==> config.mk <==
export PLATFORM = sky130hd
export DESIGN_NAME = uart_tx
export DESIGN_NICKNAME = d
export VERILOG_FILES = /design/src/rtl/uart_pkg.sv /design/src/rtl/uart_baud_cnt.sv /design/src/rtl/uart_tx.sv
export SDC_FILE = /design/constraint.sdc
export NUM_CORES = 1
export LEC_CHECK = 0
export ABC_AREA = 0
export CELL_PAD_IN_SITES_DETAIL_PLACEMENT = 1
export CELL_PAD_IN_SITES_GLOBAL_PLACEMENT = 2
export CORE_ASPECT_RATIO = 1.4
export CORE_MARGIN = 3
export CORE_UTILIZATION = 35
export DETAILED_ROUTE_END_ITERATION = 7
export PLACE_DENSITY = 0.85
export SYNTH_ARGS = -nofsm -noshare
export SYNTH_HDL_FRONTEND = slang
export SYNTH_SLANG_ARGS = --single-unit
export TNS_END_PERCENT = 1
==> constraint.sdc <==
create_clock -name clk -period 1.8 [get_ports clk]
set_input_delay 0.27 -clock clk [delete_from_list [all_inputs] [get_ports clk]]
set_output_delay 0.27 -clock clk [all_outputs]
set_load 0.05 [all_outputs]
==> src/rtl/uart_pkg.sv <==
// Shared UART definitions: parity modes, transmitter states and baud helpers.
package uart_pkg;

    typedef enum logic [2:0] {
        PARITY_NONE,
        PARITY_EVEN,
        PARITY_ODD,
        PARITY_MARK,
        PARITY_SPACE
    } parity_e;

    typedef enum logic [2:0] {
        TX_IDLE,
        TX_START,
        TX_DATA,
        TX_PARITY,
        TX_STOP
    } tx_state_e;

    // Whole clock cycles per line bit; any fractional remainder is dropped.
    function automatic int unsigned cycles_per_bit(input int unsigned clk_freq,
                                                   input int unsigned baud);
        return clk_freq / baud;
    endfunction

    // Line value of the parity bit, given the XOR of all data bits.
    function automatic logic parity_bit(input parity_e mode, input logic data_xor);
        logic bit_v;
        case (mode)
            PARITY_EVEN:  bit_v = data_xor;
            PARITY_ODD:   bit_v = ~data_xor;
            PARITY_MARK:  bit_v = 1'b1;
            PARITY_SPACE: bit_v = 1'b0;
            default:      bit_v = 1'b0;
        endcase
        return bit_v;
    endfunction

endpackage

==> src/rtl/uart_baud_cnt.sv <==
// Bit-period counter: counts 0..CYCLES_PER_BIT-1 while enabled and flags the
// last cycle of each bit. Shared between the UART transmitter and receiver.
module uart_baud_cnt #(
    parameter int unsigned CYCLES_PER_BIT = 217
) (
    input  logic clk,
    input  logic rst_n,
    input  logic en_i,
    input  logic clr_i,
    output logic bit_end_o
);

    localparam int unsigned CNT_W = (CYCLES_PER_BIT > 2) ? $clog2(CYCLES_PER_BIT) : 1;
    localparam logic [CNT_W-1:0] CNT_LAST = CNT_W'(CYCLES_PER_BIT - 1);

    logic [CNT_W-1:0] cnt_q;
    logic [CNT_W-1:0] cnt_d;

    assign bit_end_o = en_i && (cnt_q == CNT_LAST);

    // Next count: clear wins, otherwise advance and wrap at the end of a bit.
    always_comb begin
        cnt_d = cnt_q;
        if (clr_i) begin
            cnt_d = '0;
        end else if (en_i) begin
            cnt_d = bit_end_o ? '0 : cnt_q + CNT_W'(1);
        end
    end

    // Counter register with synchronous active-low reset.
    always_ff @(posedge clk) begin
        if (!rst_n) begin
            cnt_q <= '0;
        end else begin
            cnt_q <= cnt_d;
        end
    end

endmodule

==> src/rtl/uart_tx.sv <==
// UART transmitter: valid/ready byte intake into a one-entry holding register,
// then start bit, data LSB first, optional parity and 1 or 2 stop bits.
//
// state     | meaning
// ----------+------------------------------------------------------------
// TX_IDLE   | line high, waiting for the holding register to fill
// TX_START  | driving the start bit (low)
// TX_DATA   | driving shifter[0], shifting right at each bit end
// TX_PARITY | driving the parity bit captured at shifter load
// TX_STOP   | driving stop bit(s) high; reload from holding reg if full
module uart_tx
    import uart_pkg::*;
#(
    parameter int unsigned CLK_FREQ  = 25_000_000,
    parameter int unsigned BAUD_RATE = 115_200,
    parameter int unsigned DATA_BITS = 8,
    parameter parity_e     PARITY    = PARITY_NONE,
    parameter int unsigned STOP_BITS = 1
) (
    input  logic                 clk,
    input  logic                 rst_n,
    input  logic [DATA_BITS-1:0] data_in,
    input  logic                 valid,
    output logic                 ready,
    output logic                 serial,
    output logic                 busy,
    output logic                 tx_done
);

    localparam int unsigned CPB   = cycles_per_bit(CLK_FREQ, BAUD_RATE);
    localparam int unsigned IDX_W = $clog2(DATA_BITS);
    localparam logic [IDX_W-1:0] IDX_LAST  = IDX_W'(DATA_BITS - 1);
    localparam logic             STOP_LAST = 1'(STOP_BITS - 1);

    if (CPB < 2) begin : g_bad_cpb
        $error("uart_tx: CLK_FREQ/BAUD_RATE must give at least 2 cycles per bit");
    end
    if (STOP_BITS != 1 && STOP_BITS != 2) begin : g_bad_stop
        $error("uart_tx: STOP_BITS must be 1 or 2");
    end
    if (DATA_BITS < 5 || DATA_BITS > 9) begin : g_bad_data
        $error("uart_tx: DATA_BITS must be in 5..9");
    end

    tx_state_e            state_q,     state_d;
    logic [DATA_BITS-1:0] hold_q,      hold_d;
    logic                 hold_full_q, hold_full_d;
    logic [DATA_BITS-1:0] shift_q,     shift_d;
    logic                 par_q,       par_d;
    logic [IDX_W-1:0]     bit_idx_q,   bit_idx_d;
    logic                 stop_q,      stop_d;
    logic                 serial_q,    serial_d;
    logic                 tx_done_q,   tx_done_d;

    logic bit_end;
    logic accept;
    logic load;

    uart_baud_cnt #(
        .CYCLES_PER_BIT(CPB)
    ) u_baud_cnt (
        .clk      (clk),
        .rst_n    (rst_n),
        .en_i     (state_q != TX_IDLE),
        .clr_i    (state_q == TX_IDLE),
        .bit_end_o(bit_end)
    );

    // Intake is gated only by the registered full flag, so ready never
    // depends combinationally on valid.
    assign accept  = valid && !hold_full_q;
    assign ready   = !hold_full_q;
    assign busy    = (state_q != TX_IDLE);
    assign serial  = serial_q;
    assign tx_done = tx_done_q;

    // Next-state, holding register, shifter and registered line value.
    always_comb begin
        state_d     = state_q;
        hold_d      = hold_q;
        hold_full_d = hold_full_q;
        shift_d     = shift_q;
        par_d       = par_q;
        bit_idx_d   = bit_idx_q;
        stop_d      = stop_q;
        tx_done_d   = 1'b0;
        serial_d    = 1'b1;
        load        = 1'b0;

        case (state_q)
            TX_IDLE: begin
                if (hold_full_q) begin
                    load    = 1'b1;
                    state_d = TX_START;
                end
            end
            TX_START: begin
                if (bit_end) begin
                    state_d = TX_DATA;
                end
            end
            TX_DATA: begin
                if (bit_end) begin
                    shift_d = shift_q >> 1;
                    if (bit_idx_q == IDX_LAST) begin
                        bit_idx_d = '0;
                        state_d   = (PARITY == PARITY_NONE) ? TX_STOP : TX_PARITY;
                    end else begin
                        bit_idx_d = bit_idx_q + IDX_W'(1);
                    end
                end
            end
            TX_PARITY: begin
                if (bit_end) begin
                    state_d = TX_STOP;
                end
            end
            TX_STOP: begin
                if (bit_end) begin
                    if (stop_q == STOP_LAST) begin
                        stop_d    = 1'b0;
                        tx_done_d = 1'b1;
                        // A waiting byte starts at this same edge: no idle gap.
                        if (hold_full_q) begin
                            load    = 1'b1;
                            state_d = TX_START;
                        end else begin
                            state_d = TX_IDLE;
                        end
                    end else begin
                        stop_d = 1'b1;
                    end
                end
            end
            default: begin
                state_d = TX_IDLE;
            end
        endcase

        // load needs hold_full_q and accept needs !hold_full_q, so they never
        // collide on the holding register.
        if (load) begin
            shift_d     = hold_q;
            par_d       = parity_bit(PARITY, ^hold_q);
            hold_full_d = 1'b0;
        end
        if (accept) begin
            hold_d      = data_in;
            hold_full_d = 1'b1;
        end

        // Line value follows the state being entered so serial stays registered.
        case (state_d)
            TX_START:  serial_d = 1'b0;
            TX_DATA:   serial_d = shift_d[0];
            TX_PARITY: serial_d = par_d;
            default:   serial_d = 1'b1;
        endcase
    end

    // State and datapath registers; reset truncates any frame and drops the held byte.
    always_ff @(posedge clk) begin
        if (!rst_n) begin
            state_q     <= TX_IDLE;
            hold_q      <= '0;
            hold_full_q <= 1'b0;
            shift_q     <= '0;
            par_q       <= 1'b0;
            bit_idx_q   <= '0;
            stop_q      <= 1'b0;
            serial_q    <= 1'b1;
            tx_done_q   <= 1'b0;
        end else begin
            state_q     <= state_d;
            hold_q      <= hold_d;
            hold_full_q <= hold_full_d;
            shift_q     <= shift_d;
            par_q       <= par_d;
            bit_idx_q   <= bit_idx_d;
            stop_q      <= stop_d;
            serial_q    <= serial_d;
            tx_done_q   <= tx_done_d;
        end
    end

endmodule

==> run_results.csv, run 1 <==
group,metric,value,unit
route,drt_first_pass_iters,4,
grt,track_usage,15.21,%
synthesis,synth_cell_types,36,
synthesis,synth.net_count,168,
die,ios,15,
critical_path,crit_family,"buffers and inverters",
cells_and_area,nNetsFinal,194,
synthesis,ys_warn_count,0,
critical_path,cp.required,1.53,ns
power_and_ir_drop,power.switching,405.4,µW
critical_path,crit_slowest_cell,"clkdlybuf4s50_1",
placement,io_buffers,14,
clocking,path_clk_slew,0.07,ns
route,ant_nets,0,
die,rows,27,
power_and_ir_drop,peakVddDrop,0.0006056,V
synthesis,synthTopCellsByArea,"dfxtp_1 45%, mux2i_1 7.4%, nor2b_1 4.6%",
synthesis,ys.flop_type,"dfxtp_1",
timing,fmax,598.4,MHz
synthesis,synth_common_cells,"34 x dfxtp_1, 11 x mux2i_1, 11 x nor2_1, 11 x nor2b_1, 10 x nand2_1",
timing,worst_pin_slew,0.4926,ns
synthesis,synth.most_common_cell,"dfxtp_1",
grt,antenna_found_initial,0,
placement,dpl.hpwl,2.560,mm
power_and_ir_drop,power,1.818,mW
job,drv_cap,0,
route,num_vias,1183,
power_and_ir_drop,power.density,931.0,mW/mm²
synthesis,synthArstFlopShare,0,%
cells_and_area,drive_gt1_share,17.78,%
timing,rsz0062_at_grt,"yes",
critical_path,critPathBufInv,1,
cells_and_area,diodes,0,
timing,setup_slack,0.1289,ns
die,die-area,0.005107,mm²
power_and_ir_drop,p_sw_share,22.29,%
die,start_util,37.22,%
grt,grt_pass1_wl,5.837,mm
critical_path,worstSetupStartpointType,"register",
clocking,cts_num_sinks,34,
synthesis,synth-edff-count,0,
critical_path,crit_arrival,1.40,ns
timing,timing.final.max_slew_violations,0,
power_and_ir_drop,combPwrFrac,9.2,%
route,vias_per_cell,5.305,
placement,gp_congestion,0.8383,
power_and_ir_drop,p_int,1.413,mW
placement,place_ws,0.001735,ns
synthesis,yosys_register_bits,34,
route,route.detailed.drc,0,
synthesis,ys_seq_area_share,45.48,%
run_status,status,"completed",
critical_path,cp_max_fo,1,
synthesis,syn-cell-area,0.001496,mm²
timing,final-setup-viol-count,0,
clocking,root_buffer,"clkbuf_8",
grt,grt_max_degree,23,
power_and_ir_drop,clkPwrFrac,47.0,%
clocking,holdBufCountCts,0,
clocking,htree_levels,2,
timing,min_period,1.671,ns
critical_path,worstSetupPathType,"reg2out",
clocking,tritoncts,"built",
timing,maxSlewHeadroom,67.06,%
critical_path,slowest_delay,0.79,ns
grt,grt_pass1_vias,1336,
die,core_area,0.004020,mm²
clocking,cts_buffers,5,
route,wl_per_cell,15.07,µm
timing,hold_violations,0,
synthesis,syn_inst,153,
timing,fin_skew,0.007121,ns
cells_and_area,area_delta_synth_final,30.52,%
critical_path,end_kind,"output pin",
timing,timing.final.crit_share,92.84,%
clocking,clock_latency,0.29,ns
grt,grt_overflow,0,
clocking,clockBufferDepth,2,
route,drtIter0Drc,40,
synthesis,synth_area_per_cell,9.781,µm²
die,chipWidth,61.26,µm
worst_hold_path,hold_path_class,"reg2reg",
critical_path,path_cells,"clkdlybuf4s50_1",
route,drt-total-wl,3.360,mm
synthesis,yosys.area.top_type,"dfxtp_1",
power_and_ir_drop,p_leak,0.7245,nW
power_and_ir_drop,seqPwrFrac,43.8,%
die,die_h,83.37,µm
synthesis,yosysTopAreaCellShare,45.48,%
per-layer routing:
metal	global-route usage (%)	part of all wire [%]
met1	14.78	38
met2	27.65	58
met3	4.199	2.3
met4	7.101	1.7
met5	0	0
cell usage in the layout (no fill, tap or decap), types with 5 or more instances in the layout:
master	Yosys	final
inv_1	6	6
a22oi_1	6	6
clkdlybuf4s50_1	0	12
nand3_1	6	5
a21boi_0	7	7
buf_4	0	12
nand2_1	10	10
nor2b_1	11	11
nor2_1	11	11
dfxtp_1	34	32
clkbuf_8	0	5
mux2i_1	11	11
final timing paths:
kind	start	end	slack [ns]	depth (start not counted)
worst max-delay path	serial	serial	0.13	1
worst min-delay path	shift_q[1]	shift_q[1]	0.46	2
worst max register to register	u_baud_cnt.cnt_q[5]	serial	0.13	5
worst min register to register	shift_q[1]	shift_q[1]	0.46	2
flip-flops by register name, summed over array words and instances (netlist names):
register	cells
bit_idx_q	3
hold_full_q	1
hold_q	8
par_q	1
serial	1
shift_q	8
state_q	3
tx_done	1
u_baud_cnt.cnt_q	8
timing repair:
action / CTS / global route
buffers inserted: 0 / 1
resized for setup: 0 / 12
pin swaps: 0 / 2
endpoints found under the setup margin: 2 / 12
hold endpoints to repair: 0 / 0
layout make-up:
type / count / area (µm²)
Clock buffer: 5 / 68.82
Clock inverter: 3 / 68.82
Fill cell: 463 / 2067
Inverter: 6 / 22.52
Multi-Input combinational cell: 107 / 825.8
Sequential cell: 34 / 683.2
Tap cell: 43 / 53.80
Timing Repair Buffer: 25 / 230.2
power by group through the flow:
stage	Combinational [mW]	Clock, mW	Sequential (mW)
4_1_cts	0.159	0.872	0.796
3_5_place_dp	0.158	0	0.814
6_report	0.167	0.855	0.796
2_1_floorplan	0.0936	0	0.815
3_3_place_gp	0.152	0	0.812
5_1_grt	0.186	0.913	0.799
stage by stage:
step | instances | instance area (µm²) | TNS [ns] | utilization [%] | hold WS [ns]
floorplan | 153 | 1496 | 0 | - | 0.4078
global placement | 214 | 1735 | 0 | 43.17 | 0.4510
detailed placement | 214 | 1735 | 0 | 43.17 | 0.4630
CTS | 222 | 1873 | -0.02274 | 46.59 | 0.4743
global route | 223 | 1953 | -0.01577 | 48.58 | 0.5077
finish | 223 | 1953 | 0 | 48.58 | 0.4642
kinds of logic (layout without fill, tap and decap cells):
| group | Yosys count | in the layout | share of synthesized area [%] |
|---|---|---|---|
| xor+xnor | 5 | 5 | 2.927 |
| simple gates | 62 | 62 | 25.50 |
| mux | 11 | 11 | 7.358 |
| compound gates | 25 | 25 | 12.21 |
| flops | 34 | 34 | 45.48 |
| buf+inv | 12 | 39 | 3.177 |
| fa+ha+maj | 4 | 4 | 3.345 |
(Power assumes the default switching activity.)
==> inputs of run 2 (changes only) <==
Settings changed: PLACE_DENSITY 0.85 to 0.76.
==> run 2 against run 1 <==
- sequential power barely moved
- total power down 15%
- wire length rose by 1.0%
- via count is 1.4% higher
- maximum frequency down 2.6%
- critical path type is now reg2reg
==> run_results.csv, run 2 (synthesis results as in run 1) <==
group,metric,value,unit
die,die_h,83.37,µm
clocking,holdBufCountCts,0,
route,drt_first_pass_iters,4,
cells_and_area,final_cells,227,
critical_path,worstSetupStartpointType,"register",
power_and_ir_drop,peakVddDrop,0.0004526,V
power_and_ir_drop,power,1.542,mW
power_and_ir_drop,combPwrFrac,10.8,%
worst_hold_path,worstHoldStart,"shift_q[3]",
clocking,clock_latency,0.28,ns
placement,dpl.cell_count,216,
cells_and_area,mostFrequentLayoutCells,"33 x dfxtp_1, 15 x buf_4, 12 x clkdlybuf4s50_1",
route,num_vias,1200,
clocking,cts_num_sinks,34,
power_and_ir_drop,seqPwrFrac,51.7,%
timing,timing.final.crit_share,95.35,%
timing,maxSlewHeadroom,66.38,%
critical_path,rr_startpoint,"u_baud_cnt.cnt_q[1]",
cells_and_area,area_delta_synth_final,28.18,%
cells_and_area,final_common_cell,"dfxtp_1",
grt,grt_overflow,0,
timing,final-setup-viol-count,0,
timing,worst_pin_slew,0.5027,ns
die,chipWidth,61.26,µm
placement,io_buffers,14,
critical_path,crit_arrival,1.89,ns
cells_and_area,drive_gt1_share,17.93,%
critical_path,cp-startpoint,"u_baud_cnt.cnt_q[1]",
grt,grt_pass1_wl,5.996,mm
route,wl_per_cell,14.95,µm
clocking,clockBufferDepth,2,
grt,track_usage,15.48,%
clocking,path_clk_slew,0.07,ns
route,route.detailed.drc,0,
critical_path,end_kind,"register",
worst_hold_path,hold_path_class,"reg2reg",
placement,gp_congestion,0.8436,
timing,timing.final.max_slew_violations,0,
run_status,status,"completed",
clocking,htree_levels,2,
timing,fmax,582.7,MHz
die,ios,15,
job,drv_cap,0,
cells_and_area,diodes,0,
cells_and_area,reg_top3,"hold_q: 8 flops, shift_q: 8 flops, u_baud_cnt.cnt_q: 8 flops",
critical_path,cp_max_fo,6,
placement,dpl.hpwl,2.590,mm
die,core_area,0.004020,mm²
cells_and_area,nNetsFinal,198,
power_and_ir_drop,power.density,803.9,mW/mm²
power_and_ir_drop,p_sw_share,24.38,%
grt,antenna_found_initial,0,
route,vias_per_cell,5.286,
die,rows,27,
critical_path,worstSetupPathType,"reg2reg",
die,die-area,0.005107,mm²
grt,grt_max_degree,19,
power_and_ir_drop,p_leak,0.7202,nW
grt,grt_pass1_vias,1310,
power_and_ir_drop,power.switching,376.0,µW
placement,place_area,0.001750,mm²
power_and_ir_drop,p_int,1.166,mW
power_and_ir_drop,clkPwrFrac,37.6,%
clocking,root_buffer,"clkbuf_8",
route,ant_nets,0,
timing,rsz0062_at_grt,"yes",
clocking,cts_buffers,5,
critical_path,cp.required,1.97,ns
die,start_util,37.22,%
timing,min_period,1.716,ns
cells_and_area,design_area,0.001918,mm²
route,drt-total-wl,3.394,mm
route,drtIter0Drc,31,
clocking,tritoncts,"built",
timing,hold_violations,0,
timing,fin_skew,0.003389,ns
critical_path,r2r_slack,0.08,ns
run 2: through the flow:
step / worst slack, ns / util [%] / TNS (ns) / hold WS (ns)
2_1_floorplan: 0.1197 / - / 0 / 0.4078
3_3_place_gp: 0.07182 / 43.54 / 0 / 0.4515
3_5_place_dp: 0.01013 / 43.54 / 0 / 0.4620
4_1_cts: 0.003465 / 46.03 / 0 / 0.4726
5_1_grt: -0.01534 / 47.71 / -0.01534 / 0.5109
6_report: 0.08371 / 47.71 / 0 / 0.4677
run 2: final timing paths:
kind,cells after the start,end
setup / recovery,8,shift_q[0]
hold / removal,2,shift_q[3]
setup reg to reg,8,shift_q[0]
hold reg to reg,2,shift_q[3]
run 2: timing repair:
| action | 4_1_cts | 5_1_grt |
|---|---|---|
| pin swaps | 0 | 3 |
| setup buffers | 0 | 3 |
| resized for setup | 2 | 7 |
| endpoints found under the setup margin | 1 | 11 |
| cloned | 0 | 0 |
run 2: final cells by class:
class | count | area, µm²
fillers | 459 | 2102
well taps | 43 | 53.80
inverters | 6 | 22.52
repair buffers | 29 | 264.0
multi-input cells | 107 | 804.5
clock buffers | 7 | 86.33
flip-flops and latches | 34 | 681.9
clock inverters | 1 | 5.005
run 2: critical path: stages, from the launching register on:
cell     delay (ns)
dfxtp_1        0.33
inv_1          0.06
ha_2           0.20
nand3_4        0.11
nor4_4         0.29
mux2i_1        0.29
buf_4          0.15
nand2_1        0.05
o211a_1        0.13
run 2: power by group through the flow:
| stage | sequential, mW | combinational (mW) | clock (mW) |
|---|---|---|---|
| after floorplan | 0.815 | 0.0936 | 0 |
| after CTS | 0.797 | 0.163 | 0.607 |
| final | 0.797 | 0.166 | 0.579 |
| after global routing | 0.800 | 0.184 | 0.643 |
| after global placement | 0.813 | 0.155 | 0 |
| after detailed placement | 0.815 | 0.161 | 0 |
run 2: routing by layer:
| layer | vias up | global-route usage (%) | routed length (µm) | part of all wire, % |
|---|---|---|---|---|
| met3 | 5 | 3.266 | 73 | 2.2 |
| li1 | 590 | - | - | - |
| met1 | 589 | 15.82 | 1291 | 38 |
| met4 | 0 | 5.917 | 46 | 1.4 |
| met5 | - | 0 | 0 | 0 |
| met2 | 16 | 28.61 | 1982 | 58 |
